### config.mk
export PLATFORM = sky130hd
export DESIGN_NAME = mips_mc_controller
export DESIGN_NICKNAME = d
export VERILOG_FILES = /design/src/rtl/mips_pkg.sv /design/src/rtl/alu_decoder.sv /design/src/rtl/mips_mc_controller.sv
export SDC_FILE = /design/constraint.sdc
export NUM_CORES = 1
export LEC_CHECK = 0
export ABC_CLOCK_PERIOD_IN_PS = 2570
export BUFFER_PORTS_ARGS = -buffer_cell sky130_fd_sc_hd__buf_2
export CAP_MARGIN = 20
export CORE_MARGIN = 1.5
export CORE_UTILIZATION = 30
export CTS_CLUSTER_SIZE = 20
export DETAILED_ROUTE_END_ITERATION = 10
export PLACE_DENSITY_LB_ADDON = 0.12
export SETUP_SLACK_MARGIN = 0.5
export SLEW_MARGIN = 5
export SYNTH_ARGS = -nofsm -noshare
export SYNTH_HDL_FRONTEND = slang
export SYNTH_SLANG_ARGS = --single-unit
### constraint.sdc
create_clock -name clk -period 2.57 [get_ports clk]
set_clock_uncertainty 0.05 [all_clocks]
set_input_delay 0.514 -clock clk [delete_from_list [all_inputs] [get_ports clk]]
set_output_delay 0.514 -clock clk [all_outputs]
set_load 0.005 [all_outputs]
### src/rtl/mips_pkg.sv
// Shared encodings for the lab MIPS multicycle core: FSM states, opcode/funct
// fields, ALU operation codes and datapath mux selects.
package mips_pkg;

   typedef enum logic [3:0] {
      S_FETCH   = 4'd0,
      S_DECODE  = 4'd1,
      S_MEMADR  = 4'd2,
      S_MEMRD   = 4'd3,
      S_MEMWB   = 4'd4,
      S_MEMWR   = 4'd5,
      S_RTYPEEX = 4'd6,
      S_RTYPEWB = 4'd7,
      S_BEQEX   = 4'd8,
      S_ADDIEX  = 4'd9,
      S_ADDIWB  = 4'd10,
      S_JEX     = 4'd11
   } state_t;

   localparam logic [5:0] OP_RTYPE = 6'b000000;
   localparam logic [5:0] OP_LW    = 6'b100011;
   localparam logic [5:0] OP_SW    = 6'b101011;
   localparam logic [5:0] OP_BEQ   = 6'b000100;
   localparam logic [5:0] OP_ADDI  = 6'b001000;
   localparam logic [5:0] OP_J     = 6'b000010;

   localparam logic [5:0] FN_ADD = 6'b100000;
   localparam logic [5:0] FN_SUB = 6'b100010;
   localparam logic [5:0] FN_AND = 6'b100100;
   localparam logic [5:0] FN_OR  = 6'b100101;
   localparam logic [5:0] FN_XOR = 6'b100110;
   localparam logic [5:0] FN_NOR = 6'b100111;
   localparam logic [5:0] FN_SLT = 6'b101010;

   localparam logic [3:0] ALU_ADD = 4'b0000;
   localparam logic [3:0] ALU_SUB = 4'b0010;
   localparam logic [3:0] ALU_AND = 4'b0100;
   localparam logic [3:0] ALU_OR  = 4'b0101;
   localparam logic [3:0] ALU_XOR = 4'b0110;
   localparam logic [3:0] ALU_NOR = 4'b0111;
   localparam logic [3:0] ALU_SLT = 4'b1010;

   localparam logic [1:0] SRCB_B      = 2'b00;
   localparam logic [1:0] SRCB_FOUR   = 2'b01;
   localparam logic [1:0] SRCB_IMM    = 2'b10;
   localparam logic [1:0] SRCB_IMM_SH = 2'b11;

   localparam logic [1:0] PC_ALU    = 2'b00;
   localparam logic [1:0] PC_ALUOUT = 2'b01;
   localparam logic [1:0] PC_JUMP   = 2'b10;

   // What the current state asks of the ALU; FUNCT defers to the R-type table.
   typedef enum logic [1:0] {
      AC_ADD   = 2'd0,
      AC_SUB   = 2'd1,
      AC_FUNCT = 2'd2
   } alu_class_t;

   typedef struct packed {
      logic       alusrca;
      logic [1:0] alusrcb;
      logic [1:0] pcsrc;
      logic       pcwrite;
      logic       branch;
      logic       iord;
      logic       memwrite;
      logic       irwrite;
      logic       regdst;
      logic       memtoreg;
      logic       regwrite;
      logic       illegal;
   } ctrl_t;

   function automatic logic opcode_legal(input logic [5:0] op);
      case (op)
         OP_RTYPE, OP_LW, OP_SW, OP_BEQ, OP_ADDI, OP_J: return 1'b1;
         default:                                      return 1'b0;
      endcase
   endfunction

endpackage

### src/rtl/alu_decoder.sv
// Maps the state's ALU request class plus funct to a 4-bit ALU op; purely
// combinational, valid drops only for an unsupported R-type funct.
module alu_decoder
   import mips_pkg::*;
(
   input  alu_class_t  alu_class,
   input  logic [5:0]  funct,
   output logic [3:0]  aluop,
   output logic        valid
);

   always_comb begin
      aluop = ALU_ADD;
      valid = 1'b1;
      case (alu_class)
         AC_SUB: aluop = ALU_SUB;
         AC_FUNCT: begin
            case (funct)
               FN_ADD:  aluop = ALU_ADD;
               FN_SUB:  aluop = ALU_SUB;
               FN_AND:  aluop = ALU_AND;
               FN_OR:   aluop = ALU_OR;
               FN_XOR:  aluop = ALU_XOR;
               FN_NOR:  aluop = ALU_NOR;
               FN_SLT:  aluop = ALU_SLT;
               default: valid = 1'b0;
            endcase
         end
         default: aluop = ALU_ADD;
      endcase
   end

endmodule

### src/rtl/mips_mc_controller.sv
// Multicycle MIPS control FSM: 2-5 cycles per instruction, no backpressure.
// Outputs decode from the state register; pcen also ANDs the live zero flag.
module mips_mc_controller
   import mips_pkg::*;
#(
   parameter logic TRAP_ILLEGAL = 1'b1
) (
   input  logic       clk,
   input  logic       reset_n,
   input  logic [5:0] opcode,
   input  logic [5:0] funct,
   input  logic       zero,
   output logic [3:0] aluop,
   output logic       alusrca,
   output logic [1:0] alusrcb,
   output logic [1:0] pcsrc,
   output logic       pcen,
   output logic       iord,
   output logic       memwrite,
   output logic       irwrite,
   output logic       regdst,
   output logic       memtoreg,
   output logic       regwrite,
   output logic       illegal_op,
   output logic [3:0] state_dbg
);

   state_t     state;
   alu_class_t alu_class;
   logic [3:0] dec_aluop;
   logic       funct_valid;
   ctrl_t      ctrl;
   ctrl_t      ctrl_g;

   assign alu_class = (state == S_RTYPEEX) ? AC_FUNCT :
                      (state == S_BEQEX)   ? AC_SUB   : AC_ADD;

   alu_decoder u_alu_decoder (
      .alu_class (alu_class),
      .funct     (funct),
      .aluop     (dec_aluop),
      .valid     (funct_valid)
   );

   always_ff @(posedge clk or negedge reset_n) begin
      if (!reset_n) begin
         state <= S_FETCH;
      end else begin
         case (state)
            S_FETCH:  state <= S_DECODE;
            S_DECODE: begin
               case (opcode)
                  OP_LW, OP_SW: state <= S_MEMADR;
                  OP_RTYPE:     state <= S_RTYPEEX;
                  OP_BEQ:       state <= S_BEQEX;
                  OP_ADDI:      state <= S_ADDIEX;
                  OP_J:         state <= S_JEX;
                  default:      state <= S_FETCH;
               endcase
            end
            // Only LW and SW reach MEMADR, so one compare picks the path.
            S_MEMADR:  state <= (opcode == OP_SW) ? S_MEMWR : S_MEMRD;
            S_MEMRD:   state <= S_MEMWB;
            S_RTYPEEX: state <= funct_valid ? S_RTYPEWB : S_FETCH;
            S_ADDIEX:  state <= S_ADDIWB;
            default:   state <= S_FETCH;
         endcase
      end
   end

   always_comb begin
      ctrl = '0;
      case (state)
         S_FETCH: begin
            ctrl.irwrite = 1'b1;
            ctrl.alusrcb = SRCB_FOUR;
            ctrl.pcsrc   = PC_ALU;
            ctrl.pcwrite = 1'b1;
         end
         S_DECODE: begin
            ctrl.alusrcb = SRCB_IMM_SH;
            ctrl.illegal = TRAP_ILLEGAL & ~opcode_legal(opcode);
         end
         S_MEMADR: begin
            ctrl.alusrca = 1'b1;
            ctrl.alusrcb = SRCB_IMM;
         end
         S_MEMRD: ctrl.iord = 1'b1;
         S_MEMWB: begin
            ctrl.memtoreg = 1'b1;
            ctrl.regwrite = 1'b1;
         end
         S_MEMWR: begin
            ctrl.iord     = 1'b1;
            ctrl.memwrite = 1'b1;
         end
         S_RTYPEEX: begin
            ctrl.alusrca = 1'b1;
            ctrl.alusrcb = SRCB_B;
            ctrl.illegal = TRAP_ILLEGAL & ~funct_valid;
         end
         S_RTYPEWB: begin
            ctrl.regdst   = 1'b1;
            ctrl.regwrite = 1'b1;
         end
         S_BEQEX: begin
            ctrl.alusrca = 1'b1;
            ctrl.alusrcb = SRCB_B;
            ctrl.pcsrc   = PC_ALUOUT;
            ctrl.branch  = 1'b1;
         end
         S_ADDIEX: begin
            ctrl.alusrca = 1'b1;
            ctrl.alusrcb = SRCB_IMM;
         end
         S_ADDIWB: ctrl.regwrite = 1'b1;
         S_JEX: begin
            ctrl.pcsrc   = PC_JUMP;
            ctrl.pcwrite = 1'b1;
         end
         default: ctrl = '0;
      endcase
   end

   // Holding reset forces every strobe and select low, even though FETCH is active.
   assign ctrl_g     = reset_n ? ctrl : '0;
   assign aluop      = reset_n ? dec_aluop : ALU_ADD;
   assign alusrca    = ctrl_g.alusrca;
   assign alusrcb    = ctrl_g.alusrcb;
   assign pcsrc      = ctrl_g.pcsrc;
   assign pcen       = ctrl_g.pcwrite | (ctrl_g.branch & zero);
   assign iord       = ctrl_g.iord;
   assign memwrite   = ctrl_g.memwrite;
   assign irwrite    = ctrl_g.irwrite;
   assign regdst     = ctrl_g.regdst;
   assign memtoreg   = ctrl_g.memtoreg;
   assign regwrite   = ctrl_g.regwrite;
   assign illegal_op = ctrl_g.illegal;
   assign state_dbg  = state;

endmodule

; ---- Word-level counts from Yosys, hierarchy flattened
; Index checks and enable logic that the tools add are counted.
[word_totals]
in_bits = 15
out_inout_bits = 21
register_bits = 4
elab_cells = 66
[classes]
bitwise_logic = 4
mux = 26
n_reduce_logical = 10
n_eq_ne = 25
[ops]
columns = operator, count
row1 = "== test 6 bit, second input constant", 9
row2 = one-hot mux 4 bit (6 select lines), 2
row3 = one-hot mux 4 bit (5 select lines), 1
row4 = "== test 4 x 3 -> 1 bit, second input constant", 4
row5 = "== test 4 bit, second input constant", 4
row6 = two-way mux 1 bit, 14
row7 = two-way mux 14 bit, 1
row8 = "== test 4 x 2 -> 1 bit, second input constant", 2
row9 = one-hot mux 4 bit (2 select lines), 1
row10 = OR reduction 2 bit, 4
row11 = OR reduction 7 bit, 1
row12 = "== test 6 x 2 -> 1 bit, second input constant", 1
row13 = "== test 6 x 3 -> 1 bit, second input constant", 1
row14 = "== test 6 x 4 -> 1 bit, second input constant", 1
row15 = logical NOT 6 bit, 1
row16 = two-way mux 3 bit, 2
row17 = one-hot mux 2 bit (3 select lines), 1
row18 = OR reduction 6 bit, 1
row19 = "== test 4 x 1 -> 1 bit, second input constant", 1
row20 = logical NOT 4 bit, 1
row21 = two-way mux 4 bit, 1
row22 = one-hot mux 2 bit (2 select lines), 1
row23 = OR reduction 4 bit, 1
row24 = OR reduction 3 bit, 1
row25 = other kinds (7), 8

; ---- Depth between registers and ports, before layout
[logic_depth]
ltp_word = 10
mapped_depth = 5

; ---- Hierarchy
; A second synthesis with hierarchy kept.
[unflattened]
cells_unflattened = 99
area_unflattened_um2 = 710.7
[by_module_without_submodules]
columns = module, area_per_inst_um2, seq_area_each_um2, cells_per_inst, n_inst
row1 = mips_mc_controller, 568.0, 100.1, 81, 1
row2 = alu_decoder, 142.6, 0.0, 18, 1

; ---- Worst setup path after synthesis
; No wires, ideal clock.
[synth_timing]
path_kind = input to output
from = input funct[4]
to = output aluop[3]
path_stages = 4
arrival_time_ns = 1.613
slack_ns = 0.393
path_buffers = 0
required_ns = 2.006
path_cell_list = nand2b_1 > or4_4 > or2_4 > nor4b_4
[synth_via]
elab_chain_len = 4
[synth_lines]
columns = item, line_no
row1 = from (decl), mips_mc_controller.sv:11  ; input logic [5:0] funct,
row2 = == test 6 bit, alu_decoder.sv:18  ; case (funct)
row3 = one-hot mux 4 bit (6 select lines) (*), alu_decoder.sv:18
row4 = one-hot mux 4 bit (2 select lines) (*), alu_decoder.sv:15  ; case (alu_class)
row5 = two-way mux 4 bit (*), mips_mc_controller.sv:127  ; assign aluop = reset_n ? dec_aluop : ALU_ADD;
row6 = to (decl), mips_mc_controller.sv:13  ; output logic [3:0] aluop,
; Mark *: on every way between the ends. The rest lies on a longest branch, timed or not.

; ---- Final worst setup path
; Ends and elaborated chain as after synthesis.

==> results.sh <==
export IMPL_outcome="finished clean"
export IMPL_p_clk_share_pct=13.6
export IMPL_use_met2_pct=29.6
export IMPL_gp_congestion=0.758
export IMPL_synth_edf_count=0
export IMPL_met1_usage_pct=22.0
export IMPL_min_period_ps=2390
export IMPL_hp_class="in2async"
export IMPL_p_sw_mw=0.257
export IMPL_combPwrFrac_pct=70.2
export IMPL_hold_viol_final=0
export IMPL_grt_max_degree=14
export IMPL_place_port_buffers=35
export IMPL_powerDensity_mw_per_mm2=640
export IMPL_numPlacedInstances=143
export IMPL_die_width_um=47.1
export IMPL_synth_warnings=0
export IMPL_cts_tree="yes"
export IMPL_grt_pass1_wl_mm=2.75
export IMPL_route_detailed_drc=0
export IMPL_regArea_sq_um=100
export IMPL_fmax_mhz=418
export IMPL_drt_pass1_iter_count=4
export IMPL_cts_sinks=4
export IMPL_nFillCells=186
export IMPL_wl_mm=1.90
export IMPL_drtIter0Drc=13
export IMPL_multi_input_area_sq_um=492
export IMPL_maxCapViolations=0
export IMPL_start_util_pct=32.7
export IMPL_largest_register_ffs=4
export IMPL_grt_setup_unrepaired="yes"
export IMPL_intPower_mw=0.342
export IMPL_htree_levels=1
export IMPL_power_total_mw=0.599
export IMPL_async_reset_ff_share_pct=100
export IMPL_leakage_nw=0.461
export IMPL_core_sq_mm=0.00178
export IMPL_synth_commonest_cells="nor2_1 (11), nor3_1 (7), o21ai_0 (6), nand2_1 (5)"
export IMPL_period_share_pct=93.1
export IMPL_setup_viol=0
export IMPL_cp_start_kind="input pin"
export IMPL_drive_above_1_share_pct=52.3
export IMPL_hpwl_mm=1.42
export IMPL_nets=145
export IMPL_area_growth_pct=60.5
export IMPL_vias_per_cell=4.99
export IMPL_syn_area_per_cell_sq_um=7.11
export IMPL_fin_util_pct=52.5
export IMPL_netlist_instances=82
export IMPL_grtUsageTotal_pct=18.0
export IMPL_yosysTopAreaCell="dfrtp_1"
export IMPL_busiest_layer="met2"
export IMPL_synth_seq_area_share_pct=17.2
export IMPL_worst_pin_slew_ps=505
export IMPL_antenna_found_initial=0
export IMPL_io_pin_count=36
export IMPL_clkLatencyLatePin_ps=240
export IMPL_cts_root_buf="clkbuf_4"
export IMPL_ir_drop_v=0.000302
export IMPL_use_met3_pct=3.46
export IMPL_grt_pass1_vias=636
export IMPL_design_area_sq_um=936
export IMPL_finalNonFillerCells=153
export IMPL_synth_top_cell_area_share_pct=17.2
export IMPL_synth_most_common_cell="nor2_1"
export IMPL_placed_area_sq_um=805
export IMPL_crit_required_ps=2010
export IMPL_seqPwrFrac_pct=16.2
export IMPL_synth_fp_nets=97
export IMPL_holdBufCountCts=0
export IMPL_slew_violations=0
export IMPL_slew_headroom_pct=66.4
export IMPL_synth_area_sq_um=583
export IMPL_wire_per_inst_um=12.4
export IMPL_ant_nets=0
export IMPL_setup_tns_ps=0
export IMPL_fp_row_count=15
export IMPL_synth_seq_cells=4
export IMPL_vias=764
export IMPL_crit_type="in2out"
export IMPL_critPathMaxFanout=2
export IMPL_die_y_um=47.1
export IMPL_clock_path_buffers=2
export IMPL_sw_frac_of_total_pct=42.9
export IMPL_cts_made_buffers=3
export IMPL_crit_path_end_kind="primary output"
export IMPL_cp_data_arrival_time_ps=1830
export IMPL_dieArea_sq_mm=0.00222
export IMPL_diodes=0
export IMPL_yosysUniqueCellTypes=36
export IMPL_path_clk_slew_ps=40
export IMPL_synthTopCellsByArea="dfrtp_1 (17%), nor2_1 (7.1%), nor3_1 (6.0%), o21ai_0 (5.2%), nand2b_4 (4.7%)"
export IMPL_synth_ff_type="dfrtp_1"
export IMPL_grt_overflow=0
## worst max-delay path: stages
cell and delay [ps]:
buf_6 90, nand2b_4 130, or4_4 510, or2_4 260
nor4b_4 190, buf_2 140
## cells by family (layout without fill, tap and decap cells)
| kind of cell | Yosys count | in the layout | share of synthesized area [%] |
|---|---|---|---|
| AO/OA/AOI/OAI | 21 | 21 | 23.2 |
| flip-flops | 4 | 4 | 17.2 |
| buffers and inverters | 8 | 54 | 6.44 |
| XOR/XNOR | 3 | 3 | 4.51 |
| multiplexers | 1 | 1 | 1.93 |
| AND/OR/NAND/NOR | 45 | 45 | 46.8 |
## placed cells by master, fill, tap and decap left out, types with 2 or more instances in the layout
| cell type | n |
|---|---|
| buf_2 | 34 |
| nor2_1 | 11 |
| buf_4 | 11 |
| nand2_1 | 5 |
| o21ai_0 | 5 |
| nor3_1 | 5 |
| nand2b_4 | 4 |
| nand3_1 | 4 |
| dfrtp_1 | 4 |
| inv_1 | 3 |
| a31oi_1 | 3 |
| clkbuf_4 | 3 |
| or2_4 | 2 |
| nand2b_1 | 2 |
| nor2b_1 | 2 |
| a211oi_1 | 2 |
| nor3_2 | 2 |
| a21oi_1 | 2 |
| buf_6 | 2 |
## metal layers
layer	wire (um)	vias to the layer above
li1	-	389
met5	0	-
met4	37	0
met2	938	31
met1	806	338
met3	116	6
## worst paths after layout
kind | slack, ps | to | cells after the start | from
max | 180 | aluop[3] | 6 | funct[4]
min | 140 | state_dbg[2]$_DFF_PN0_ | 2 | reset_n
max reg2reg | 820 | state_dbg[2]$_DFF_PN0_ | 6 | state_dbg[2]$_DFF_PN0_
min reg2reg | 720 | state_dbg[2]$_DFF_PN0_ | 3 | state_dbg[0]$_DFF_PN0_
max in group asynchronous | 2210 | state_dbg[1]$_DFF_PN0_ | 2 | reset_n
min in group clk | 600 | state_dbg[3]$_DFF_PN0_ | 4 | opcode[4]
## power groups by stage
| stage | logic [mW] | registers (mW) | clock network (mW) |
|---|---|---|---|
| after detailed placement | 0.338 | 0.0980 | 0 |
| after global routing | 0.464 | 0.0982 | 0.0896 |
| after global placement | 0.337 | 0.0963 | 0 |
| final | 0.421 | 0.0968 | 0.0817 |
| after floorplan | 0.208 | 0.101 | 0 |
| after CTS | 0.376 | 0.0977 | 0.0843 |
## per-stage QoR
stage               hold WS [ps]  setup WS, ps
finish                       138           178
global route                 154           118
CTS                          136           177
detailed placement           394           147
global placement             395           161
floorplan                    168           393
## layout make-up
type	count	share of cell area, %
well taps	25	3.34
inverters	4	1.60
clock buffers	3	2.41
flip-flops and latches	4	10.7
multi-input cells	70	52.5
repair buffers	47	29.4
## repair_timing
| action | CTS | global route |
|---|---|---|
| setup endpoints to repair | 5 | 9 |
| buffers inserted | 4 | 3 |
| gates resized for setup | 7 | 6 |
| pin swaps | 2 | 3 |
Power figures use the tool's default switching activity.
